<file path="src/rtl/abs_peak_v3.sv">
// Multi-channel ADC absolute-value stage with a windowed per-channel peak-hold.
// Two-stage pipeline (register, then abs) followed by peak tracking on valid_o samples.
module abs_peak_v3 #(
   parameter int unsigned data_width = 16,
   parameter int unsigned n_channels = 2,
   parameter int unsigned win_log2   = 10
) (
   input  logic                             clk_i,
   input  logic                             rst_i,
   input  logic [n_channels*data_width-1:0] adc_data_i,
   input  logic                             valid_i,
   input  logic                             signed_i,
   input  logic                             clear_i,
   output logic [n_channels*data_width-1:0] adc_data_o,
   output logic [n_channels*data_width-1:0] abs_o,
   output logic                             valid_o,
   output logic [n_channels*data_width-1:0] peak_o,
   output logic                             peak_valid_o
);

   localparam int unsigned BusW = n_channels * data_width;
   localparam logic [data_width-1:0] MinNeg = {1'b1, {(data_width-1){1'b0}}};
   localparam logic [data_width-1:0] MaxPos = {1'b0, {(data_width-1){1'b1}}};
   localparam logic [data_width-1:0] One    = {{(data_width-1){1'b0}}, 1'b1};
   localparam logic [win_log2-1:0]   CntOne = {{(win_log2-1){1'b0}}, 1'b1};

   logic [BusW-1:0]     s1_data_q;
   logic                s1_valid_q;
   logic                s1_signed_q;
   logic [BusW-1:0]     data_q;
   logic [BusW-1:0]     abs_q;
   logic                valid_q;
   logic [BusW-1:0]     peak_q;
   logic                peak_valid_q;
   logic [BusW-1:0]     run_q;
   logic [win_log2-1:0] cnt_q;

   logic [BusW-1:0]     abs_d;
   logic [BusW-1:0]     max_d;

   // Sign and magnitude both come from the same stage-1 sample.
   always_comb begin
      abs_d = '0;
      for (int k = 0; k < int'(n_channels); k++) begin
         logic [data_width-1:0] smp;
         smp = s1_data_q[k*data_width +: data_width];
         if (s1_signed_q && smp[data_width-1]) begin
            if (smp == MinNeg) begin
               abs_d[k*data_width +: data_width] = MaxPos;
            end else begin
               abs_d[k*data_width +: data_width] = ~smp + One;
            end
         end else begin
            abs_d[k*data_width +: data_width] = smp;
         end
      end
   end

   always_comb begin
      max_d = run_q;
      for (int k = 0; k < int'(n_channels); k++) begin
         if (abs_q[k*data_width +: data_width] > run_q[k*data_width +: data_width]) begin
            max_d[k*data_width +: data_width] = abs_q[k*data_width +: data_width];
         end
      end
   end

   always_ff @(posedge clk_i or posedge rst_i) begin
      if (rst_i) begin
         s1_data_q    <= '0;
         s1_valid_q   <= 1'b0;
         s1_signed_q  <= 1'b0;
         data_q       <= '0;
         abs_q        <= '0;
         valid_q      <= 1'b0;
         peak_q       <= '0;
         peak_valid_q <= 1'b0;
         run_q        <= '0;
         cnt_q        <= '0;
      end else begin
         s1_data_q    <= adc_data_i;
         s1_valid_q   <= valid_i;
         s1_signed_q  <= signed_i;
         data_q       <= s1_data_q;
         abs_q        <= abs_d;
         valid_q      <= s1_valid_q;
         peak_valid_q <= 1'b0;
         // Clear outranks both normal accumulation and a window-end sample.
         if (clear_i) begin
            run_q <= '0;
            cnt_q <= '0;
         end else if (valid_q) begin
            if (cnt_q == {win_log2{1'b1}}) begin
               peak_q       <= max_d;
               peak_valid_q <= 1'b1;
               run_q        <= '0;
               cnt_q        <= '0;
            end else begin
               run_q <= max_d;
               cnt_q <= cnt_q + CntOne;
            end
         end
      end
   end

   assign adc_data_o   = data_q;
   assign abs_o        = abs_q;
   assign valid_o      = valid_q;
   assign peak_o       = peak_q;
   assign peak_valid_o = peak_valid_q;

endmodule

</file>
<file path="config.mk">
export PLATFORM = sky130hd
export DESIGN_NAME = abs_peak_v3
export DESIGN_NICKNAME = d
export VERILOG_FILES = /design/src/rtl/abs_peak_v3.sv
export SDC_FILE = /design/constraint.sdc
export NUM_CORES = 1
export LEC_CHECK = 0
export ABC_AREA = 1
export CAP_MARGIN = 0
export CORE_MARGIN = 8
export CORE_UTILIZATION = 53
export CTS_CLUSTER_DIAMETER = 60
export CTS_CLUSTER_SIZE = 14
export DETAILED_ROUTE_END_ITERATION = 12
export GPL_TIMING_DRIVEN = 0
export PLACE_DENSITY_LB_ADDON = 0.12
export SYNTH_ARGS = -nofsm -noshare
export SYNTH_HDL_FRONTEND = slang
export SYNTH_SLANG_ARGS = --single-unit
</file>
<file path="constraint.sdc">
create_clock -name clk_i -period 6.4 [get_ports clk_i]
set_input_delay 0.64 -clock clk_i [delete_from_list [all_inputs] [get_ports clk_i]]
set_output_delay 0.64 -clock clk_i [all_outputs]
set_load 0.05 [all_outputs]
</file>
# After elaboration in Yosys (flattened, before gate mapping)
# Cells that the tools add are included.
# word_totals
input_bits	37
word_cells	40
ff_bits	174
out_inout_bits	98
# op_classes
eq_ne	3
n_mux	15
n_lt_le_gt_ge	2
reduce_logical	4
add_sub_neg	3
bitwise	3
# ops
cell	count
16-bit two-way mux	6
32-bit two-way mux	3
16-bit by 1-bit adder with 16-bit output (second input constant)	2
16-bit == test (second input constant)	2
16-bit > comparator	2
16-bit inverter	2
10-bit two-way mux	3
10-bit by 1-bit adder with 10-bit output (second input constant)	1
10-bit == test (second input constant)	1
1-bit two-way mux	3
3-bit AND reduction	1
1-bit logical AND	2
2-bit nonzero test	1
1-bit inverter	1

# Depth between registers and ports, before layout
# Gate-level depths: netlist of the first run.
# depth
depth_word	5
ltp_mapped	16
mapped_depth_nobuf	15

# Worst setup path before layout of the first run
# Ideal clock, no wire load.
# synth_timing
path_kind	register to register
start	register abs_q[15], in the netlist abs_o[15]
end	register peak_q[0], in the netlist peak_o[0]
t_required_ps	6282
stages_incl_launch_ff	10
n_path_buf	1
slack_ps	4290
arrival_ps	1992
synth_period_minus_slack_ps	2110
setup_time_ps	118
path_cell_list	dfrtp_1 > ha_1 > nand2_1 > nor3_1 > nand3_1 > nand2_1 > buf_6 > nand2_1 > nand3_1 > nand2_1
# synth_via
elab_chain_len	2
# synth_lines
item	line_no	rtl
start, declared	31	logic [BusW-1:0] abs_q;
start signal, assigned	85	abs_q <= abs_d;
16-bit > comparator	62	if (abs_q[k*data_width +: data_width] > run_q[k*data_width +: data_width]) begin
16-bit two-way mux	62	
end signal, assigned	94	peak_q <= max_d;
end, declared	33	logic [BusW-1:0] peak_q;
# Every way passes these cells.
# A chain may end at the register's enable or synchronous reset.

# Final worst setup path of the first run
# layout_timing
start	register abs_q[15], in the netlist abs_o[15]
end	register peak_q[9], in the netlist peak_o[9]
# Same word-level chain as after synthesis.

==> results of run 1 <==
cell usage after synthesis:
cell type  count
a41oi_1        1
nand2_2        3
nor3_4         1
o21ai_0       19
or3_1          1
nor2_2         1
a21boi_0       1
nand2_4        1
dfrtp_1      174
a22oi_1        1
a31oi_1        1
nand4_4        1
o22ai_1        4
buf_4          1
inv_1        111
nand3_2       33
clkinv_2       1
nand3_1      110
nand3b_1       2
a21oi_1       14
xor2_1         6
inv_4          1
nor3_1         5
buf_6          7
a21o_1         2
ha_1          35
nor2_1        51
clkbuf_1      12
a2bb2oi_1      1
xnor2_1        1
buf_2          3
nand4_1        7
nand2_1      252
or2_2         10
sequential cells by signal (all words and copies together) (netlist names):
name / cells
cnt_q: 10
s1_data_q: 32
adc_data_o: 32
s1_signed_q: 1
s1_valid_q: 1
peak_o: 32
run_q: 32
peak_valid_o: 1
abs_o: 32
valid_o: 1
power by group:
group / internal [mW] / switching (mW) / leakage [nW]
clock network: 0.514 / 0.445 / 0.264
logic: 0.192 / 0.377 / 2.57
registers: 1.17 / 0.0525 / 2.19
total: 1.87 / 0.875 / 5.02
layout by cell type, fill, tap and decap left out, drive strengths merged:
cell type,instances
nand2,256
dfrtp,174
nand3,143
clkdlybuf4s50,134
inv,119
nor2,52
ha,35
clkbuf,31
o21ai,19
a21oi,14
buf,12
or2,10
nand4,8
xor2,6
nor3,6
o22ai,4
clkinv,4
a21o,2
nand3b,2
clkinvlp,2
a2bb2oi,1
or3,1
a31oi,1
a22oi,1
a41oi,1
a21boi,1
xnor2,1
metrics by stage:
stage | hold WS (ps) | setup WS (ps) | instances | utilization
floorplan | 331.2 | 1043 | 874 | -
global placement | 337.1 | -1038 | 1192 | 0.6503
detailed placement | 339.3 | 3896 | 1193 | 0.6527
CTS | 354.2 | 3990 | 1224 | 0.6901
global route | 355.2 | 3911 | 1224 | 0.6901
finish | 351.1 | 4011 | 1224 | 0.6901
final cells by class:
type	count	area (um^2)
clock buffers	19	442.9
well taps	184	230.2
multi-input cells	564	2988
flip-flops and latches	174	4354
plain buffers	23	146.4
fillers	1148	4522
inverters	113	435.4
repair buffers	135	1369
clock inverters	12	101.3
layer usage:
metal	vias to the layer above	wire length [um]
li1	3107	-
met1	2917	8430
met2	141	8123
met3	26	1158
met4	0	433
met5	-	0
logic make-up (layout without fill, tap and decap cells):
logic type / after synthesis / after routing
compound gates: 44 / 44
fa+ha+maj: 35 / 35
buf+inv: 136 / 302
simple gates: 478 / 478
flops: 174 / 174
xor+xnor: 7 / 7
final timing paths:
check	cells past startpoint	from	endpoint
worst max register to register	9	abs_o[15]	peak_o[9]
min in group asynchronous	2	rst_i	adc_data_o[27]
worst min register to register	0	s1_valid_q	valid_o
worst max-delay path	9	abs_o[15]	peak_o[9]
worst min-delay path	0	s1_valid_q	valid_o
max in group asynchronous	3	rst_i	peak_o[29]
==> impl_metrics.tcl, run 1 <==
set metrics [dict create \
    outcome "finished clean" \
    fp-row-count 44 \
    power_density_mw_per_mm2 273.0 \
    insertion_delay_ps 440 \
    path_cells "ha_1, nand2_1, nor3_1, nand3_1, nand2_1, buf_6, nand2_1, nand3_1, nand2_1" \
    wl_per_cell_um 14.82 \
    yosys.area_share.xor_xnor 0.007745 \
    worstPathMaxFanout 10 \
    synth_mux_area_frac 0 \
    syn-num-nets 946 \
    clkSinkCount 174 \
    crit_family "simple AND/OR/NAND/NOR gates" \
    fmax_mhz 418.5 \
    gp_congestion 0.9125 \
    avgSynthCellArea_um2 9.058 \
    grt_max_degree 119 \
    yosys.area.top_type "dfrtp_1" \
    met3_usage 0.06644 \
    postCtsSetupBuffers 0 \
    cts_resized 0 \
    cts_tree "done" \
    use_met2 0.2885 \
    antennaDiodeCount 0 \
    vias 6191 \
    holdCritPathClass "flip-flop to flip-flop" \
    cts_hold_buf 0 \
    critPathBufInv 1 \
    synth-simple-area-share 0.2835 \
    area_delta_synth_final_pct 27.17 \
    final_area_mm2 0.01007 \
    drcViolationCount 0 \
    start_util 0.5426 \
    io_pins 135 \
    max_slew.worst_pin.slew_ps 809.4 \
    fin_nets 1100 \
    tns_ps 0 \
    cts_root_buffer "clkbuf_16" \
    drive_gt1_frac 0.09135 \
    p_leak_nw 5.019 \
    critical_path_arrival_ps 2710 \
    port_buffers 134 \
    rsz0062_at_grt "no" \
    layout_min_cycle_time_ps 2389 \
    yosys.area.top_type_share 0.5500 \
    die_h_um 138.2 \
    core-area_mm2 0.01459 \
    overflow 0 \
    ant_nets 0 \
    cp_slowest_cell "dfrtp_1" \
    synth_seq_cells 174 \
    vdd_drop_max_mv 0.2158 \
    grt_usage 0.1948 \
    max_stage_delay_ps 430 \
    drv_cap 0 \
    drt_pass1_iterations 5 \
    period_share 0.3733 \
    crit_path_end_kind "flip-flop" \
    path_clk_slew_ps 60 \
    synth_top_family_by_area "simple AND/OR/NAND/NOR gates" \
    finalHoldViolCount 0 \
    syn_area_mm2 0.007916 \
    slew_headroom 0.4584 \
    synth_compound_area_frac 0.03082 \
    die_w_um 138.2 \
    grt_pass1_wl_um 30220 \
    cts_buffers 17 \
    seq_area_frac_synth 0.5500 \
    dpl.hpwl_um 13340 \
    place_area_mm2 0.009523 \
    synth_cells 874 \
    htreeDepth 4 \
    synth_warnings 0 \
    start_kind "flip-flop" \
    drv_slew 0 \
    cpMostUsedCell "nand2_1" \
    grt_pass1_vias 6118 \
    top_usage_layer "met2" \
    skew_ps 9.654 \
    vias_per_cell 5.058 \
    cp.required_ps 6720 \
    path_class "flip-flop to flip-flop" \
    met1_usage 0.2556 \
    clock_path_buffers 2 \
    antenna_found_initial 0 \
    synth.area.top_cells "dfrtp_1, nand2_1, nand3_1" \
    synthAdderAreaFrac 0.05532 \
    drt_iter0_drc 307 \
    total_power_mw 2.749 \
    rrSetupSlack_ps 4010 \
    setup_violations 0 \
    wirelength_um 18150 \
    synth.distinct_cells 34 \
    design.die.area_mm2 0.01910 \
]
(Power assumes the default switching activity.)
==> run 2, diff against run 1 <==
Settings changed: CORE_UTILIZATION 53 to 48.
Clock period 6.4 ns to 2.1 ns, I/O delays scaled along.
==> run 2 against run 1 <==
Compared with the run above: sequential power grew to 3.0 times the previous value; critical path type unchanged; clock power grew to 3.3 times the previous value; hold slack lost 150 ps; largest power group unchanged; maximum frequency grew 16%; via count is essentially flat; final cell count grew 4.5%; clock-buffer cell count grew 1; register-to-register slack lost 4000 ps.
==> impl_metrics.tcl, run 2 (synthesized netlist as in run 1, its figures left out) <==
set metrics [dict create \
    gp_congestion 0.9080 \
    overflow 0 \
    max_stage_delay_ps 450 \
    tns_ps 0 \
    insertion_delay_ps 430 \
    critPathBufInv 1 \
    port_buffers 134 \
    wl_per_cell_um 14.70 \
    core-area_mm2 0.01635 \
    skew_ps 8.053 \
    die_h_um 144.4 \
    worstSetupPathDepth 10 \
    period_share 0.9769 \
    grt_pass1_vias 6061 \
    drcViolationCount 0 \
    wirelength_um 18800 \
    path_cells "ha_1, a21oi_1, o21ai_0, a21oi_1, nand2_4, nand2_4, buf_6, nand2_1, nand3_1, nand2_1" \
    io_pins 135 \
    drv_slew 0 \
    grt_max_degree 43 \
    p_leak_nw 5.168 \
    vdd_drop_max_mv 0.6110 \
    r2r-end "peak_o[9]" \
    power_density_mw_per_mm2 839.1 \
    drt_pass1_iterations 5 \
    start_kind "flip-flop" \
    design.die.area_mm2 0.02086 \
    die_w_um 144.4 \
    slew_headroom 0.4359 \
    max_slew.worst_pin.slew_ps 843.0 \
    holdCritPathClass "primary input to asynchronous set/reset pin" \
    layout_min_cycle_time_ps 2052 \
    crit_end "peak_o[9]" \
    clock_path_buffers 2 \
    rrSetupSlack_ps 50 \
    final_cell_mix "nand2_1, dfrtp_1, clkdlybuf4s50_1" \
    setup.worst_path.start "abs_o[15]" \
    clkSinkCount 174 \
    final_util 0.6384 \
    critical_path_arrival_ps 2380 \
    final_area_mm2 0.01044 \
    fin_nets 1118 \
    cp.required_ps 2430 \
    layout_commonest_cell "nand2_1" \
    drt_iter0_drc 346 \
    fp-row-count 47 \
    htreeDepth 4 \
    ant_nets 0 \
    antenna_found_initial 0 \
    outcome "finished clean" \
    worstPathMaxFanout 10 \
    setup_violations 0 \
    grt_pass1_wl_um 30770 \
    dpl.hpwl_um 13630 \
    cts_tree "done" \
    path_clk_slew_ps 70 \
    whs_ps 204.9 \
    drive_gt1_frac 0.1265 \
    cts_buffers 17 \
    fmax_mhz 487.4 \
    crit_family "compound AO/OA/AOI/OAI gates" \
    crit_path_end_kind "flip-flop" \
    rr_startpoint "abs_o[15]" \
    finalHoldViolCount 0 \
    start_util 0.4842 \
    vias 6189 \
    drv_cap 0 \
    cp_slowest_cell "dfrtp_2" \
    nFillCells 1401 \
    path_class "flip-flop to flip-flop" \
    total_power_mw 8.757 \
    place_area_mm2 0.009617 \
    vias_per_cell 4.839 \
    cts_root_buffer "clkbuf_16" \
    reg2reg_depth 10 \
    area_delta_synth_final_pct 31.83 \
    antennaDiodeCount 0 \
    grt_usage 0.1910 \
]
-- run 2: cell count changes in the layout (fill, tap and decap cells not counted), moves of 3 or more --
cell	previous run	this run
nand2_4	1	5
clkbuf_1	13	8
nor2_2	1	5
buf_6	7	10
buf_4	1	15
buf_12	0	4
nor2_1	51	47
nand2_1	252	246
-- run 2: worst min path at each step --
stage | startpoint | endpoint | cells after the start
6_report | rst_i | s1_data_q[28] | 2
5_1_grt | adc_data_i[24] | s1_data_q[24] | 1
4_1_cts | adc_data_i[0] | s1_data_q[0] | 1
3_5_place_dp | s1_valid_q | valid_o | 0
3_3_place_gp | s1_valid_q | valid_o | 0
2_1_floorplan | adc_data_i[0] | s1_data_q[0] | 0
-- run 2: area by class of cell --
class,instances,area [um^2],area share
Clock buffer,20,456.7,0.04376
Timing Repair Buffer,153,1534,0.1470
Multi-Input combinational cell,564,3092,0.2962
Clock inverter,12,123.9,0.01187
Inverter,113,431.7,0.04136
Buffer,23,167.7,0.01607
Sequential cell,174,4355,0.4173
Tap cell,220,275.3,0.02638
-- run 2: metal layers --
layer | up-vias | share of wire | global-route usage
met1 | 2883 | 0.48 | 0.2685
met2 | 149 | 0.45 | 0.2783
met3 | 23 | 0.062 | 0.05943
met4 | 0 | 0.013 | 0.05257
met5 | - | 0 | 0
li1 | 3134 | - | -
-- run 2: worst register-to-register path: cells and delay by family (launching register included) --
kind                       cells  cell delay, ps
AOI/OAI and AO/OA              3             500
adders and majority gates      1             340
buffers and inverters          1             160
DFF                            1             450
and+or+nand+nor                5             500
-- run 2: where the power goes --
group	switching [mW]	total (mW)	internal, mW
clock	1.39	3.12	1.73
combinational	1.22	1.92	0.695
sequential	0.159	3.72	3.56
-- run 2: stage by stage --
step / cells / worst slack [ps]
after floorplan: 874 / -334.7
after global placement: 1228 / -1708
after detailed placement: 1232 / -200.6
after CTS: 1264 / 1.569
after global routing: 1279 / -6.904
final: 1279 / 48.42
-- run 2: what timing repair did --
| action | in CTS | in global routing |
|---|---|---|
| hold buffers | 0 | 0 |
| resized for setup | 6 | 36 |
| endpoints found under the hold margin | 0 | 0 |
| setup buffers | 0 | 15 |
| pin swaps | 0 | 10 |
| endpoints found under the setup margin | 53 | 70 |
==> run 3, diff against run 2 <==
Settings changed: PLACE_DENSITY set to 0.73, PLACE_DENSITY_LB_ADDON 0.12 to unset, SLEW_MARGIN set to 0.
==> run 3 against run 2 <==
Compared with the run above: sequential power is essentially flat; first-iteration DRC count up 17%; largest cell class unchanged; via count rose by 1.2%; sequential share of layout area increased by 0.56 points; register-to-register slack better by 60 ps; flip-flop and latch count unchanged; clock-buffer cell count unchanged; wire length barely moved; clock power shrank 7.1%; die area did not move.
==> impl_metrics.tcl, run 3 (synthesized netlist as in run 1, its figures left out) <==
set metrics [dict create \
    dpl.hpwl_um 13860 \
    drt_iter0_drc 404 \
    max_slew.worst_pin.slew_ps 790.7 \
    overflow 0 \
    stdcell_count 1268 \
    die_h_um 144.4 \
    layout_min_cycle_time_ps 1987 \
    antennaDiodeCount 0 \
    start_util 0.4842 \
    ant_nets 0 \
    vdd_drop_max_mv 0.5911 \
    outcome "finished clean" \
    wirelength_um 18800 \
    drive_gt1_frac 0.1116 \
    whs_ps 154.8 \
    period_share 0.9462 \
    setup_violations 0 \
    crit_path_end_kind "flip-flop" \
    grt_usage 0.1858 \
    port_buffers 134 \
    vias 6263 \
    dp.cells 1232 \
    start_kind "flip-flop" \
    tns_ps 0 \
    path_class "flip-flop to flip-flop" \
    cts_buffers 17 \
    drv_cap 0 \
    cts_tree "done" \
    insertion_delay_ps 420 \
    skew_ps 8.907 \
    cts_root_buffer "clkbuf_16" \
    holdCritPathClass "primary input to asynchronous set/reset pin" \
    p_leak_nw 5.088 \
    layout_commonest_cell "nand2_1" \
    power_density_mw_per_mm2 823.6 \
    grt_pass1_wl_um 30300 \
    design.die.area_mm2 0.02086 \
    critical_path_arrival_ps 2350 \
    path_clk_slew_ps 70 \
    grt_max_degree 47 \
    clkSinkCount 174 \
    worstPathMaxFanout 10 \
    slew_headroom 0.4709 \
    pre_cts_slack_ps -180.8 \
    io_pins 135 \
    area_delta_synth_final_pct 30.08 \
    cts_hold_buf 0 \
    gp_congestion 0.8784 \
    grt_pass1_vias 6039 \
    fin_ws_ps 113.0 \
    drcViolationCount 0 \
    fmax_mhz 503.3 \
    antenna_found_initial 0 \
    fin_nets 1107 \
    cp.required_ps 2460 \
    clock_path_buffers 2 \
    fp-row-count 47 \
    die_w_um 144.4 \
    core-area_mm2 0.01635 \
    drt_pass1_iterations 5 \
    drv_slew 0 \
    wl_per_cell_um 14.83 \
    vias_per_cell 4.939 \
    htreeDepth 4 \
    finalHoldViolCount 0 \
    final_cell_mix "nand2_1, dfrtp_1, clkdlybuf4s50_1" \
]
[run 3: cell types whose count changed in the layout (fill, tap and decap cells not counted), sizes merged]
| cell | previous run | this run |
|---|---|---|
| clkbuf | 28 | 30 |
| clkinv | 5 | 6 |
| bufinv | 1 | 0 |
| buf | 34 | 21 |
[run 3: where the power goes]
group	internal [mW]	total [mW]	switching, mW	leakage, nW
clock	1.55	2.90	1.36	0.266
combinational	0.652	1.86	1.21	2.63
sequential	3.56	3.72	0.161	2.19
total	5.76	8.48	2.72	5.09
[run 3: layout make-up]
cell class,instances,area (um^2)
timing repair buffer,143,1459
buffer,22,160.2
inverter,113,431.7
sequential,174,4355
clock buffer,20,436.7
clock inverter,12,100.1
tap,220,275.3
fill,1388,6051
multi-input combinational,564,3079
[run 3: per-layer routing]
layer / global-route usage / vias to the layer above / part of all wire
met5: 0 / - / 0
li1: - / 3122 / -
met1: 0.2505 / 2968 / 0.46
met3: 0.04160 / 20 / 0.050
met4: 0.06627 / 0 / 0.015
met2: 0.2890 / 153 / 0.47
[run 3: path summary, 6_finish.rpt]
check	cells past startpoint	slack, ps	from	to
hold reg to reg	0	350	s1_valid_q	valid_o
min in group clk_i	1	220	adc_data_i[11]	s1_data_q[11]
hold / removal	2	150	rst_i	peak_o[23]
setup / recovery	10	110	abs_o[11]	peak_o[9]
max in group asynchronous	5	870	rst_i	adc_data_o[15]
setup reg to reg	10	110	abs_o[11]	peak_o[9]
[run 3: worst max-delay path, stage by stage (launching register included)]
cell and delay [ps]:
dfrtp_1 400, ha_1 330, nand4_1 160, nor3_4 270, nand2_1 130, nand2_4 130
nand2_4 90, buf_6 160, nand2_1 90, nand3_1 90, nand2_1 70
[run 3: timing repair]
item                                    CTS  global route
resized for setup                         8            25
buffers inserted                          1             4
cloned                                    0             0
pin swaps                                 1             5
endpoints found under the setup margin   51            70
[run 3: per-stage QoR]
step | area, um^2 | utilization | total power [mW]
final | 10300 | 0.6299 | 8.481
after detailed placement | 9617 | 0.5882 | 5.526
after global placement | 9537 | 0.5833 | 5.471
after global routing | 10300 | 0.6299 | 8.911
after floorplan | 7920 | - | 4.983
after CTS | 10190 | 0.6231 | 8.463
